[config.mk]
export PLATFORM = sky130hd
export DESIGN_NAME = gpio_quad_decoder_flat
export DESIGN_NICKNAME = d
export VERILOG_FILES = /design/src/rtl/gpio_quad_decoder_if.sv /design/src/rtl/gpio_quad_decoder.sv /design/src/flat_wrapper.sv
export SDC_FILE = /design/constraint.sdc
export NUM_CORES = 1
export LEC_CHECK = 0
export ABC_AREA = 1
export CORE_UTILIZATION = 40
export CTS_CLUSTER_DIAMETER = 120
export DETAILED_ROUTE_END_ITERATION = 16
export PLACE_DENSITY = 0.65
export SYNTH_ARGS = -nofsm -noshare
export SYNTH_HDL_FRONTEND = slang
export SYNTH_SLANG_ARGS = --single-unit
[constraint.sdc]
create_clock -name CLOCK_50 -period 5.82 [get_ports CLOCK_50]
set_input_delay 1.455 -clock CLOCK_50 [delete_from_list [all_inputs] [get_ports CLOCK_50]]
set_output_delay 1.455 -clock CLOCK_50 [all_outputs]
set_load 0.005 [all_outputs]
[src/rtl/gpio_quad_decoder_if.sv]
// Encoder pin inputs, host controls and decoder status for one axis.
interface gpio_quad_decoder_if #(
  parameter int unsigned COUNT_W = 32
);
  logic               ENC_A;
  logic               ENC_B;
  logic               ENC_Z;
  logic               CLR;
  logic               QERR_CLR;
  logic               IDX_ACK;
  logic [COUNT_W-1:0] POS;
  logic               DIR;
  logic               CNT_STB;
  logic               QERR;
  logic [COUNT_W-1:0] IDX_POS;
  logic               IDX_VALID;

  modport master (
    output ENC_A, ENC_B, ENC_Z, CLR, QERR_CLR, IDX_ACK,
    input  POS, DIR, CNT_STB, QERR, IDX_POS, IDX_VALID
  );

  modport slave (
    input  ENC_A, ENC_B, ENC_Z, CLR, QERR_CLR, IDX_ACK,
    output POS, DIR, CNT_STB, QERR, IDX_POS, IDX_VALID
  );
endinterface

[src/rtl/gpio_quad_decoder.sv]
// X4 quadrature decoder with 2-flop synchronizers and per-input glitch filters.
// Define QUAD_INDEX_EN to enable index (Z) position capture.
module gpio_quad_decoder #(
  parameter int unsigned COUNT_W    = 32,
  parameter int unsigned FILTER_LEN = 4
) (
  input logic                CLOCK_50,
  input logic                RESET_N,
  gpio_quad_decoder_if.slave bus
);

`ifdef QUAD_INDEX_EN
  localparam int unsigned NumIn = 3;
`else
  localparam int unsigned NumIn = 2;
`endif

  // Bit 1 = A, bit 0 = B, bit 2 = Z when index capture is built in.
  logic [NumIn-1:0]      pin_raw;
  logic [NumIn-1:0]      sync1_q, sync2_q;
  logic [NumIn-1:0]      filt_q, filt_d;
  logic [NumIn-1:0][7:0] cnt_q, cnt_d;

`ifdef QUAD_INDEX_EN
  assign pin_raw = {bus.ENC_Z, bus.ENC_A, bus.ENC_B};
`else
  assign pin_raw = {bus.ENC_A, bus.ENC_B};
`endif

  always_comb begin
    filt_d = filt_q;
    cnt_d  = cnt_q;
    for (int i = 0; i < NumIn; i++) begin
      if (sync2_q[i] == filt_q[i]) begin
        cnt_d[i] = '0;
      end else if (cnt_q[i] == 8'(FILTER_LEN - 1)) begin
        filt_d[i] = sync2_q[i];
        cnt_d[i]  = '0;
      end else begin
        cnt_d[i] = cnt_q[i] + 8'd1;
      end
    end
  end

  logic [1:0]         ab_prev_q;
  logic [1:0]         ab_cur;
  logic               step_up, step_dn, step_err;
  logic [COUNT_W-1:0] pos_q, pos_d;
  logic               dir_q, dir_d;
  logic               stb_q, stb_d;
  logic               qerr_q, qerr_d;

  assign ab_cur = filt_q[1:0];

  always_comb begin
    step_up  = 1'b0;
    step_dn  = 1'b0;
    step_err = 1'b0;
    case ({ab_prev_q, ab_cur})
      4'b00_10, 4'b10_11, 4'b11_01, 4'b01_00: step_up  = 1'b1;
      4'b00_01, 4'b01_11, 4'b11_10, 4'b10_00: step_dn  = 1'b1;
      4'b00_11, 4'b11_00, 4'b10_01, 4'b01_10: step_err = 1'b1;
      default: ;
    endcase
  end

  always_comb begin
    pos_d  = pos_q;
    dir_d  = dir_q;
    stb_d  = 1'b0;
    qerr_d = qerr_q & ~bus.QERR_CLR;
    if (step_up) begin
      pos_d = pos_q + 1'b1;
      dir_d = 1'b1;
      stb_d = 1'b1;
    end else if (step_dn) begin
      pos_d = pos_q - 1'b1;
      dir_d = 1'b0;
      stb_d = 1'b1;
    end else if (step_err) begin
      qerr_d = 1'b1;
    end
    // Clear drops a coincident count but keeps its strobe and direction.
    if (bus.CLR) pos_d = '0;
  end

  always_ff @(posedge CLOCK_50) begin
    if (!RESET_N) begin
      sync1_q   <= '0;
      sync2_q   <= '0;
      filt_q    <= '0;
      cnt_q     <= '0;
      ab_prev_q <= 2'b00;
      pos_q     <= '0;
      dir_q     <= 1'b0;
      stb_q     <= 1'b0;
      qerr_q    <= 1'b0;
    end else begin
      sync1_q   <= pin_raw;
      sync2_q   <= sync1_q;
      filt_q    <= filt_d;
      cnt_q     <= cnt_d;
      ab_prev_q <= ab_cur;
      pos_q     <= pos_d;
      dir_q     <= dir_d;
      stb_q     <= stb_d;
      qerr_q    <= qerr_d;
    end
  end

  assign bus.POS     = pos_q;
  assign bus.DIR     = dir_q;
  assign bus.CNT_STB = stb_q;
  assign bus.QERR    = qerr_q;

`ifdef QUAD_INDEX_EN
  logic               z_prev_q;
  logic               z_rise;
  logic [COUNT_W-1:0] idx_pos_q, idx_pos_d;
  logic               idx_valid_q, idx_valid_d;

  assign z_rise = filt_q[2] & ~z_prev_q;

  always_comb begin
    idx_pos_d   = idx_pos_q;
    idx_valid_d = idx_valid_q & ~bus.IDX_ACK;
    // Capture the pre-update count; a coincident ack loses to the new capture.
    if (z_rise) begin
      idx_pos_d   = pos_q;
      idx_valid_d = 1'b1;
    end
  end

  always_ff @(posedge CLOCK_50) begin
    if (!RESET_N) begin
      z_prev_q    <= 1'b0;
      idx_pos_q   <= '0;
      idx_valid_q <= 1'b0;
    end else begin
      z_prev_q    <= filt_q[2];
      idx_pos_q   <= idx_pos_d;
      idx_valid_q <= idx_valid_d;
    end
  end

  assign bus.IDX_POS   = idx_pos_q;
  assign bus.IDX_VALID = idx_valid_q;
`else
  assign bus.IDX_POS   = '0;
  assign bus.IDX_VALID = 1'b0;
`endif

endmodule

[src/flat_wrapper.sv]
// flat-port wrapper written by rule: the top's interface ports become plain ports
module gpio_quad_decoder_flat 
#(
  parameter int unsigned COUNT_W    = 32,
  parameter int unsigned FILTER_LEN = 4
)
  (CLOCK_50, RESET_N, bus_ENC_A, bus_ENC_B, bus_ENC_Z, bus_CLR, bus_QERR_CLR, bus_IDX_ACK, bus_POS, bus_DIR, bus_CNT_STB, bus_QERR, bus_IDX_POS, bus_IDX_VALID);
  gpio_quad_decoder_if #(.COUNT_W(COUNT_W)) bus_i ();
  input logic CLOCK_50;
  input logic RESET_N;
  input wire logic [$bits(bus_i.ENC_A)-1:0] bus_ENC_A;
  input wire logic [$bits(bus_i.ENC_B)-1:0] bus_ENC_B;
  input wire logic [$bits(bus_i.ENC_Z)-1:0] bus_ENC_Z;
  input wire logic [$bits(bus_i.CLR)-1:0] bus_CLR;
  input wire logic [$bits(bus_i.QERR_CLR)-1:0] bus_QERR_CLR;
  input wire logic [$bits(bus_i.IDX_ACK)-1:0] bus_IDX_ACK;
  output wire logic [$bits(bus_i.POS)-1:0] bus_POS;
  output wire logic [$bits(bus_i.DIR)-1:0] bus_DIR;
  output wire logic [$bits(bus_i.CNT_STB)-1:0] bus_CNT_STB;
  output wire logic [$bits(bus_i.QERR)-1:0] bus_QERR;
  output wire logic [$bits(bus_i.IDX_POS)-1:0] bus_IDX_POS;
  output wire logic [$bits(bus_i.IDX_VALID)-1:0] bus_IDX_VALID;
  assign bus_i.ENC_A = bus_ENC_A;
  assign bus_i.ENC_B = bus_ENC_B;
  assign bus_i.ENC_Z = bus_ENC_Z;
  assign bus_i.CLR = bus_CLR;
  assign bus_i.QERR_CLR = bus_QERR_CLR;
  assign bus_i.IDX_ACK = bus_IDX_ACK;
  assign bus_POS = bus_i.POS;
  assign bus_DIR = bus_i.DIR;
  assign bus_CNT_STB = bus_i.CNT_STB;
  assign bus_QERR = bus_i.QERR;
  assign bus_IDX_POS = bus_i.IDX_POS;
  assign bus_IDX_VALID = bus_i.IDX_VALID;
  gpio_quad_decoder #(.COUNT_W(COUNT_W), .FILTER_LEN(FILTER_LEN)) u_core (.CLOCK_50(CLOCK_50), .RESET_N(RESET_N), .bus(bus_i));
endmodule
==> flow_metrics.py, run 1 <==
metrics = {
    "cells_and_area": {
        "drive_gt1_frac": 0.0249,
        "fill_cells": 1206,
        "finalNonFillerCells": 946,
        "nets": 839,
        "diodes": 0,
        "synthToLayoutAreaGrowth_pct": 14.0,
    },
    "critical_path": {
        "reg2reg_from": "u_core.ab_cur[0]$_SDFFE_PN0P_",
        "crit_fanout": 32,
        "crit_end": "u_core.bus.POS[21]$_SDFFE_PP0P_",
        "cp_cell_sequence": "clkdlybuf4s50_1 -> inv_1 -> nor2_2 -> o21ai_0 -> inv_1 -> nand2_1 -> inv_1",
        "path_class": "primary input to flop",
        "max_stage_delay_ns": 0.93,
        "startpoint": "RESET_N",
        "cp_data_required_time_ns": 6.10,
        "r2r_cells": 15,
        "cp_data_arrival_time_ns": 3.70,
        "startpoint_type": "primary input",
        "critPathSlowestCell": "nor2_2",
        "r2r_end": "u_core.bus.POS[29]$_SDFFE_PP0P_",
        "path_common_cell": "inv_1",
        "cp-end-kind": "flop",
        "rrSetupSlack_ns": 2.84,
    },
    "clock_tree": {
        "cts_tree": "yes",
        "post_cts_buffers": 0,
        "cts_max_level": 3,
        "clkSlewWorstSetupHoldPaths_ns": 0.06,
        "cts_resized": 0,
        "cts_sinks": 59,
        "ctsHoldBuffers": 0,
        "clockRootBuffer": "clkbuf_16",
        "cts-buffers-inserted": 9,
        "clock_path_buffers": 2,
        "clock_latency_ns": 0.33,
    },
    "global_route": {
        "antenna_found_initial": 0,
        "grt_busiest_layer": "met2",
        "grt_util_met3": 0.0300,
        "grtUsageTotal": 0.186,
        "overflow": 0,
        "grt_pass1_vias": 3850,
        "grt_pass1_wl_um": 17500,
        "grt_max_degree": 52,
        "grtUsageMet2": 0.302,
        "use_met1": 0.243,
    },
    "power_and_ir_drop": {
        "totalPowerFinal_w": 0.000911,
        "ir_drop_mv": 0.130,
        "p_leak_nw": 3.09,
        "power_density_nw_per_um2": 171,
    },
    "synth": {
        "synthCells": 758,
        "synth_seq_cells": 59,
        "synth.most_common_cell": "nand2_1",
        "synth_edf_count": 0,
        "yosysSeqAreaShare": 0.253,
        "synth_top_area_cell": "dfxtp_1",
        "synthTopCellsByArea": "dfxtp_1, nand2_1, inv_1, ha_1, nor2_1",
        "netlist_area_um2": 4670,
        "synthArstFlopShare": 0,
        "yosysTopAreaCellShare": 0.253,
        "synth_commonest_cells": "nand2_1, inv_1, nor2_1",
        "yosys_warnings": 0,
        "synth-main-ff-cell": "dfxtp_1",
        "syn_area_per_cell_um2": 6.16,
        "ys_types": 31,
    },
    "die": {
        "initial_core_util": 0.410,
        "coreArea_um2": 11400,
        "die_w_um": 110,
        "rows": 39,
        "pin_count": 76,
        "die_area_um2": 12100,
        "die_h_um": 110,
    },
    "status": {
        "outcome": "completed",
    },
    "worst_hold_path": {
        "hold_path.class": "flop to flop",
    },
    "place": {
        "dp_cells": 930,
        "dp_hpwl_um": 7840,
        "post-place-ws_ns": 2.00,
        "port_buffers": 40,
        "gp_congestion": 0.894,
    },
    "timing": {
        "maxSlewViolCount": 0,
        "rsz0062_at_grt": "false",
        "fin_ws_ns": 2.40,
        "period_needed_ns": 3.42,
        "setup_viol": 0,
        "finalHoldViolations": 0,
        "tightest_slew_ns": 1.20,
        "relSlewSlack": 0.199,
        "finClkSkew_ns": 0.00844,
        "min_period_over_period": 0.588,
        "holdWs_ns": 0.410,
        "finalSetupTns_ns": 0,
        "fmax_mhz": 292,
    },
    "route": {
        "vias": 4314,
        "drt_iter0_markers": 172,
        "routed_wl_um": 10300,
        "first_pass_iters": 5,
        "detail-route-antenna-nets": 0,
        "wl_per_cell_um": 10.9,
        "vias_per_cell": 4.56,
        "route.detailed.drc": 0,
    },
    "flow_run": {
        "maxCapViolations": 0,
    },
}
## cells by family after synthesis
family                   synth area share
AND/OR/NAND/NOR                     0.304
XOR/XNOR                           0.0432
flip-flops                          0.253
buffers and inverters               0.183
other                            0.000804
adder cells (fa/ha/maj)            0.0901
AO/OA/AOI/OAI                       0.126
## worst min path at each step
stage	to	depth (start not counted)	from	slack (ns)
3_3_place_gp	u_core.sync2_q[1]$_SDFF_PN0_	2	u_core.sync1_q[1]$_SDFF_PN0_	0.39
4_1_cts	u_core.sync2_q[1]$_SDFF_PN0_	2	u_core.sync1_q[1]$_SDFF_PN0_	0.42
3_5_place_dp	u_core.sync2_q[1]$_SDFF_PN0_	2	u_core.sync1_q[1]$_SDFF_PN0_	0.40
2_1_floorplan	u_core.sync2_q[0]$_SDFF_PN0_	2	u_core.sync1_q[0]$_SDFF_PN0_	0.39
6_report	u_core.sync2_q[1]$_SDFF_PN0_	2	u_core.sync1_q[1]$_SDFF_PN0_	0.41
5_1_grt	u_core.sync2_q[1]$_SDFF_PN0_	2	u_core.sync1_q[1]$_SDFF_PN0_	0.42
## stage by stage
| stage | area (um2) | util |
|---|---|---|
| global placement | 5060 | 0.445 |
| CTS | 5320 | 0.468 |
| global route | 5320 | 0.468 |
| detailed placement | 5060 | 0.445 |
| floorplan | 4790 | - |
| finish | 5320 | 0.468 |
## report_power, final
group | total, W | switching, W | leakage (nW) | internal (W)
Combinational | 0.0000238 | 0.0000166 | 2.49 | 0.00000723
Clock | 0.000480 | 0.000194 | 0.125 | 0.000286
Sequential | 0.000407 | 0.000000926 | 0.476 | 0.000406
## state kept, by name, summed over array words and instances, names as in the netlist
name                cells
u_core.ab_cur           2
u_core.ab_prev_q        2
u_core.bus.CNT_STB      1
u_core.bus.DIR          1
u_core.bus.POS         32
u_core.bus.QERR         1
u_core.cnt_q           16
u_core.sync1_q          2
u_core.sync2_q          2
## final cells by class
| type | instances | area (um2) | area share |
|---|---|---|---|
| repair buffers | 40 | 400 | 0.0753 |
| inverters | 145 | 544 | 0.102 |
| flip-flops and latches | 59 | 1180 | 0.222 |
| well taps | 143 | 179 | 0.0336 |
| clock buffers | 11 | 233 | 0.0437 |
| clock inverters | 5 | 30.0 | 0.00564 |
| multi-input cells | 543 | 2750 | 0.517 |
## routing by layer
layer	part of all wire	wire length (um)
met5	0	0
met4	0.020	206
met3	0.039	403
met2	0.43	4490
met1	0.51	5230
## critical path: cells and delay by family
kind	cells	cell delay [ns]
buf+inv	4	1.02
simple gates	2	0.98
compound gates	1	0.23
## cell usage in the layout, fill, tap and decap left out, types with 5 or more instances in the layout
| master | n |
|---|---|
| ha_1 | 32 |
| xor2_1 | 18 |
| nand2_1 | 212 |
| o21bai_1 | 20 |
| clkbuf_16 | 9 |
| xnor2_1 | 5 |
| dfxtp_1 | 59 |
| inv_1 | 143 |
| a21oi_1 | 40 |
| o21ai_1 | 13 |
| nand3_1 | 45 |
| o21ai_0 | 28 |
| nor2_1 | 70 |
| conb_1 | 33 |
| nor3_1 | 7 |
| clkdlybuf4s50_1 | 40 |
(Power assumes the default switching activity.)
==> run 2: changes to the inputs <==
==> constraint.sdc (replaced) <==
create_clock -name CLOCK_50 -period 3.4 [get_ports CLOCK_50]
set_input_delay 0.85 -clock CLOCK_50 [delete_from_list [all_inputs] [get_ports CLOCK_50]]
set_output_delay 0.85 -clock CLOCK_50 [all_outputs]
set_load 0.005 [all_outputs]
==> flow_metrics.py, run 2 (synthesized netlist as in run 1, its figures left out) <==
metrics = {
    "die": {
        "die_area_um2": 12100,
        "coreArea_um2": 11400,
        "die_h_um": 110,
        "pin_count": 76,
        "die_w_um": 110,
        "rows": 39,
        "initial_core_util": 0.410,
    },
    "route": {
        "wl_per_cell_um": 11.3,
        "route.detailed.drc": 0,
        "detail-route-antenna-nets": 0,
        "vias": 4394,
        "drt_iter0_markers": 241,
        "first_pass_iters": 5,
        "vias_per_cell": 4.63,
        "routed_wl_um": 10700,
    },
    "power_and_ir_drop": {
        "p_leak_nw": 3.14,
        "power_density_nw_per_um2": 323,
        "totalPowerFinal_w": 0.00175,
        "ir_drop_mv": 0.357,
    },
    "timing": {
        "setup_viol": 0,
        "tightest_slew_ns": 0.574,
        "finalSetupTns_ns": 0,
        "finClkSkew_ns": 0.0115,
        "rsz0062_at_grt": "false",
        "finalHoldViolations": 0,
        "period_needed_ns": 2.89,
        "relSlewSlack": 0.617,
        "fin_ws_ns": 0.512,
        "min_period_over_period": 0.849,
        "fmax_mhz": 346,
        "maxSlewViolCount": 0,
    },
    "clock_tree": {
        "cts_tree": "yes",
        "cts_resized": 0,
        "cts_sinks": 59,
        "clockRootBuffer": "clkbuf_16",
        "ctsHoldBuffers": 0,
        "cts_max_level": 3,
        "cts-buffers-inserted": 9,
        "post_cts_buffers": 0,
        "clkSlewWorstSetupHoldPaths_ns": 0.05,
        "clock_path_buffers": 2,
        "clock_latency_ns": 0.35,
    },
    "critical_path": {
        "crit_fanout": 26,
        "cp_data_required_time_ns": 3.64,
        "startpoint": "u_core.ab_cur[1]$_SDFFE_PN0P_",
        "startpoint_type": "flop",
        "reg2reg_from": "u_core.ab_cur[1]$_SDFFE_PN0P_",
        "path_class": "flop to flop",
        "cp-end-kind": "flop",
        "r2r_cells": 15,
        "crit_end": "u_core.bus.POS[30]$_SDFFE_PP0P_",
        "rrSetupSlack_ns": 0.51,
        "r2r_end": "u_core.bus.POS[30]$_SDFFE_PP0P_",
        "cp_data_arrival_time_ns": 3.13,
    },
    "global_route": {
        "grt_pass1_wl_um": 18400,
        "grt_pass1_vias": 4122,
        "grt_max_degree": 52,
        "antenna_found_initial": 0,
        "overflow": 0,
        "grtUsageTotal": 0.198,
    },
    "cells_and_area": {
        "fill_cells": 1207,
        "stdcell_area_um2": 5410,
        "nets": 842,
        "diodes": 0,
        "mostFrequentLayoutCells": "nand2_1, inv_1, nor2_1",
        "multiInputGateArea_um2": 2750,
        "synthToLayoutAreaGrowth_pct": 15.9,
        "largest_reg_flops": 32,
        "layout_commonest_cell": "nand2_1",
        "drive_gt1_frac": 0.0310,
        "ff_latch_area_um2": 1180,
    },
    "status": {
        "outcome": "completed",
    },
    "place": {
        "gp_congestion": 0.895,
        "postPlaceCellArea_um2": 5080,
        "post-place-ws_ns": 0.568,
        "port_buffers": 40,
        "dp_hpwl_um": 7990,
    },
    "worst_hold_path": {
        "hold_path.class": "flop to flop",
    },
    "flow_run": {
        "maxCapViolations": 0,
    },
}
-- run 2: worst min-delay path by stage --
stage	end	start	cells past startpoint	slack [ns]
2_1_floorplan	u_core.sync2_q[0]$_SDFF_PN0_	u_core.sync1_q[0]$_SDFF_PN0_	2	0.39
3_3_place_gp	u_core.sync2_q[1]$_SDFF_PN0_	u_core.sync1_q[1]$_SDFF_PN0_	2	0.39
3_5_place_dp	u_core.sync2_q[1]$_SDFF_PN0_	u_core.sync1_q[1]$_SDFF_PN0_	2	0.40
4_1_cts	u_core.sync2_q[0]$_SDFF_PN0_	u_core.sync1_q[0]$_SDFF_PN0_	2	0.41
5_1_grt	u_core.sync2_q[1]$_SDFF_PN0_	u_core.sync1_q[1]$_SDFF_PN0_	2	0.44
6_report	u_core.sync2_q[1]$_SDFF_PN0_	u_core.sync1_q[1]$_SDFF_PN0_	2	0.41
-- run 2: metrics by stage --
| stage | hold WS [ns] | std cells | utilization |
|---|---|---|---|
| after detailed placement | 0.401 | 933 | 0.447 |
| after CTS | 0.415 | 949 | 0.476 |
| after global routing | 0.442 | 949 | 0.476 |
| after global placement | 0.392 | 933 | 0.447 |
| final | 0.413 | 949 | 0.476 |
| after floorplan | 0.390 | 790 | - |
-- run 2: cell type report --
type	count	area share
Tap cell	143	0.0331
Inverter	145	0.101
Timing Repair Buffer	43	0.0782
Sequential cell	59	0.218
Clock buffer	10	0.0442
Multi-Input combinational cell	543	0.509
Clock inverter	6	0.0164
-- run 2: worst max-delay path, stage by stage (launching register included) --
cell	delay (ns)
dfxtp_1	0.44
xor2_1	0.16
inv_1	0.07
nor2_2	0.13
inv_2	0.26
ha_1	0.47
nand2_1	0.15
nor2_1	0.26
and2_1	0.17
nand2_1	0.05
nand2_1	0.16
nand2_1	0.14
nand3_1	0.11
nand3_1	0.07
nand2_1	0.08
inv_1	0.04
-- run 2: power breakdown --
part | switching [W] | internal (W)
clock | 0.000350 | 0.000661
sequential | 0.00000161 | 0.000695
combinational | 0.0000285 | 0.0000131
total | 0.000380 | 0.00137
-- run 2: metal layers --
metal  wire (um)  share of wire  track usage
met5           0              0            0
met4         195          0.018       0.0657
met3         512          0.048       0.0500
met2        4750           0.44        0.320
met1        5230           0.49        0.255
==> run 3: changes to the inputs <==
--- a/config.mk
+++ b/config.mk
@@ -9,7 +9,7 @@
 export CORE_UTILIZATION = 40
 export CTS_CLUSTER_DIAMETER = 120
 export DETAILED_ROUTE_END_ITERATION = 16
-export PLACE_DENSITY = 0.65
+export PLACE_DENSITY = 0.67
 export SYNTH_ARGS = -nofsm -noshare
 export SYNTH_HDL_FRONTEND = slang
 export SYNTH_SLANG_ARGS = --single-unit
==> constraint.sdc (replaced) <==
create_clock -name CLOCK_50 -period 2.3 [get_ports CLOCK_50]
set_input_delay 0.575 -clock CLOCK_50 [delete_from_list [all_inputs] [get_ports CLOCK_50]]
set_output_delay 0.575 -clock CLOCK_50 [all_outputs]
set_load 0.005 [all_outputs]
==> flow_metrics.py, run 3 (synthesized netlist as in run 1, its figures left out) <==
metrics = {
    "clock_tree": {
        "clock_latency_ns": 0.35,
        "cts_max_level": 3,
        "cts_tree": "yes",
        "clkSlewWorstSetupHoldPaths_ns": 0.05,
        "cts_sinks": 59,
        "cts-buffers-inserted": 9,
        "clockRootBuffer": "clkbuf_16",
        "clock_path_buffers": 2,
        "ctsHoldBuffers": 0,
    },
    "critical_path": {
        "startpoint_type": "flop",
        "cp-end-kind": "flop",
        "path_class": "flop to flop",
        "rrSetupSlack_ns": -0.11,
        "crit_end": "u_core.bus.POS[31]$_SDFFE_PP0P_",
        "r2r_end": "u_core.bus.POS[31]$_SDFFE_PP0P_",
        "r2r_cells": 16,
        "reg2reg_from": "u_core.ab_prev_q[0]$_SDFF_PN0_",
        "cp_data_required_time_ns": 2.54,
        "cp_data_arrival_time_ns": 2.65,
        "startpoint": "u_core.ab_prev_q[0]$_SDFF_PN0_",
        "crit_fanout": 8,
    },
    "status": {
        "outcome": "finished with violations",
        "violations": "negative setup slack",
    },
    "global_route": {
        "grt_pass1_wl_um": 20100,
        "overflow": 0,
        "antenna_found_initial": 0,
        "grt_max_degree": 34,
        "grt_pass1_vias": 4393,
        "grtUsageTotal": 0.219,
    },
    "route": {
        "vias_per_cell": 4.81,
        "vias": 4889,
        "drt_iter0_markers": 247,
        "detail-route-antenna-nets": 0,
        "wl_per_cell_um": 12.8,
        "first_pass_iters": 5,
        "route.detailed.drc": 0,
        "routed_wl_um": 13000,
    },
    "die": {
        "die_w_um": 110,
        "initial_core_util": 0.410,
        "die_h_um": 110,
        "rows": 39,
        "coreArea_um2": 11400,
        "pin_count": 76,
        "die_area_um2": 12100,
    },
    "power_and_ir_drop": {
        "p_leak_nw": 3.65,
        "ir_drop_mv": 0.458,
        "power_density_nw_per_um2": 371,
    },
    "timing": {
        "rsz0062_at_grt": "true",
        "period_needed_ns": 2.41,
        "setup_viol": 9,
        "min_period_over_period": 1.05,
        "finalHoldViolations": 0,
        "fmax_mhz": 415,
        "finClkSkew_ns": 0.00678,
        "holdWs_ns": 0.409,
        "fin_ws_ns": -0.111,
        "maxSlewViolCount": 0,
    },
    "place": {
        "post-place-ws_ns": -0.162,
        "port_buffers": 40,
        "gp_congestion": 0.890,
        "dp_hpwl_um": 8340,
    },
    "cells_and_area": {
        "mostFrequentLayoutCells": "nand2_1, inv_1, buf_4",
        "nets": 911,
        "largest_reg_flops": 32,
        "drive_gt1_frac": 0.279,
        "fill_cells": 978,
        "synthToLayoutAreaGrowth_pct": 48.2,
        "diodes": 0,
        "layout_commonest_cell": "nand2_1",
    },
    "worst_hold_path": {
        "hold_path.class": "flop to flop",
        "hp-start": "u_core.sync1_q[0]$_SDFF_PN0_",
    },
    "flow_run": {
        "maxCapViolations": 0,
    },
}
==> run 3: cell types whose count changed in the layout (fill, tap and decap cells not counted), sizes merged <==
cell      delta
buf         +67
inv          +2
clkinvlp     -1
==> run 3: metal layers <==
layer	track usage	wire, um
met1	0.264	5770
met2	0.367	6420
met3	0.0494	502
met4	0.103	296
met5	0	0
==> run 3: where the power goes <==
group	switching (W)	internal, W	leakage [nW]
Clock	0.000494	0.000966	0.154
Sequential	0.00000252	0.00103	0.477
Combinational	0.0000465	0.0000278	3.01
Total	0.000543	0.00202	3.65
==> run 3: stage by stage <==
stage	util	power [W]	setup TNS, ns	std cells	cell area [um2]
2_1_floorplan	-	0.00113	0	790	4800
3_3_place_gp	0.487	0.00112	-1.01	987	5540
3_5_place_dp	0.487	0.00112	-1.66	987	5540
4_1_cts	0.558	0.00258	-0.113	1010	6340
5_1_grt	0.608	0.00265	-3.56	1017	6920
6_report	0.608	0.00256	-0.241	1017	6920
==> run 3: what timing repair did <==
item | CTS | global route
setup buffers | 6 | 7
pin swaps | 12 | 42
cloned | 2 | 0
setup endpoints to repair | 21 | 27
resized for setup | 72 | 124
==> run 3: layout make-up <==
type,count,area (um2),share of cell area
multi-input combinational,543,3660,0.529
sequential,59,1180,0.171
timing repair buffer,110,1000,0.145
inverter,145,561,0.0810
clock buffer,10,239,0.0346
tap,143,179,0.0259
clock inverter,5,77.6,0.0112
timing repair inverter,2,17.5,0.00253
==> run 3: worst max-delay path, cell delays in order, from the launching register on <==
cell and delay (ns):
dfxtp_2 0.33, xor2_1 0.14, inv_1 0.09, nor2_4 0.11
buf_12 0.15, inv_16 0.06, buf_12 0.15, ha_4 0.25
nand2_4 0.10, inv_1 0.05, nand2_1 0.08, and2_1 0.17
nand2_2 0.08, a21oi_2 0.19, nand3_2 0.11, a21oi_1 0.15
nor2_1 0.06
==> run 3: worst min-delay path by stage <==
stage                                               to  cells past startpoint  slack, ns
after global placement    u_core.sync2_q[0]$_SDFF_PN0_                      2       0.39
after CTS                 u_core.sync2_q[0]$_SDFF_PN0_                      2       0.41
after global routing      u_core.sync2_q[0]$_SDFF_PN0_                      2       0.43
after floorplan           u_core.sync2_q[0]$_SDFF_PN0_                      2       0.39
final                     u_core.sync2_q[0]$_SDFF_PN0_                      2       0.41
after detailed placement  u_core.sync2_q[0]$_SDFF_PN0_                      2       0.40
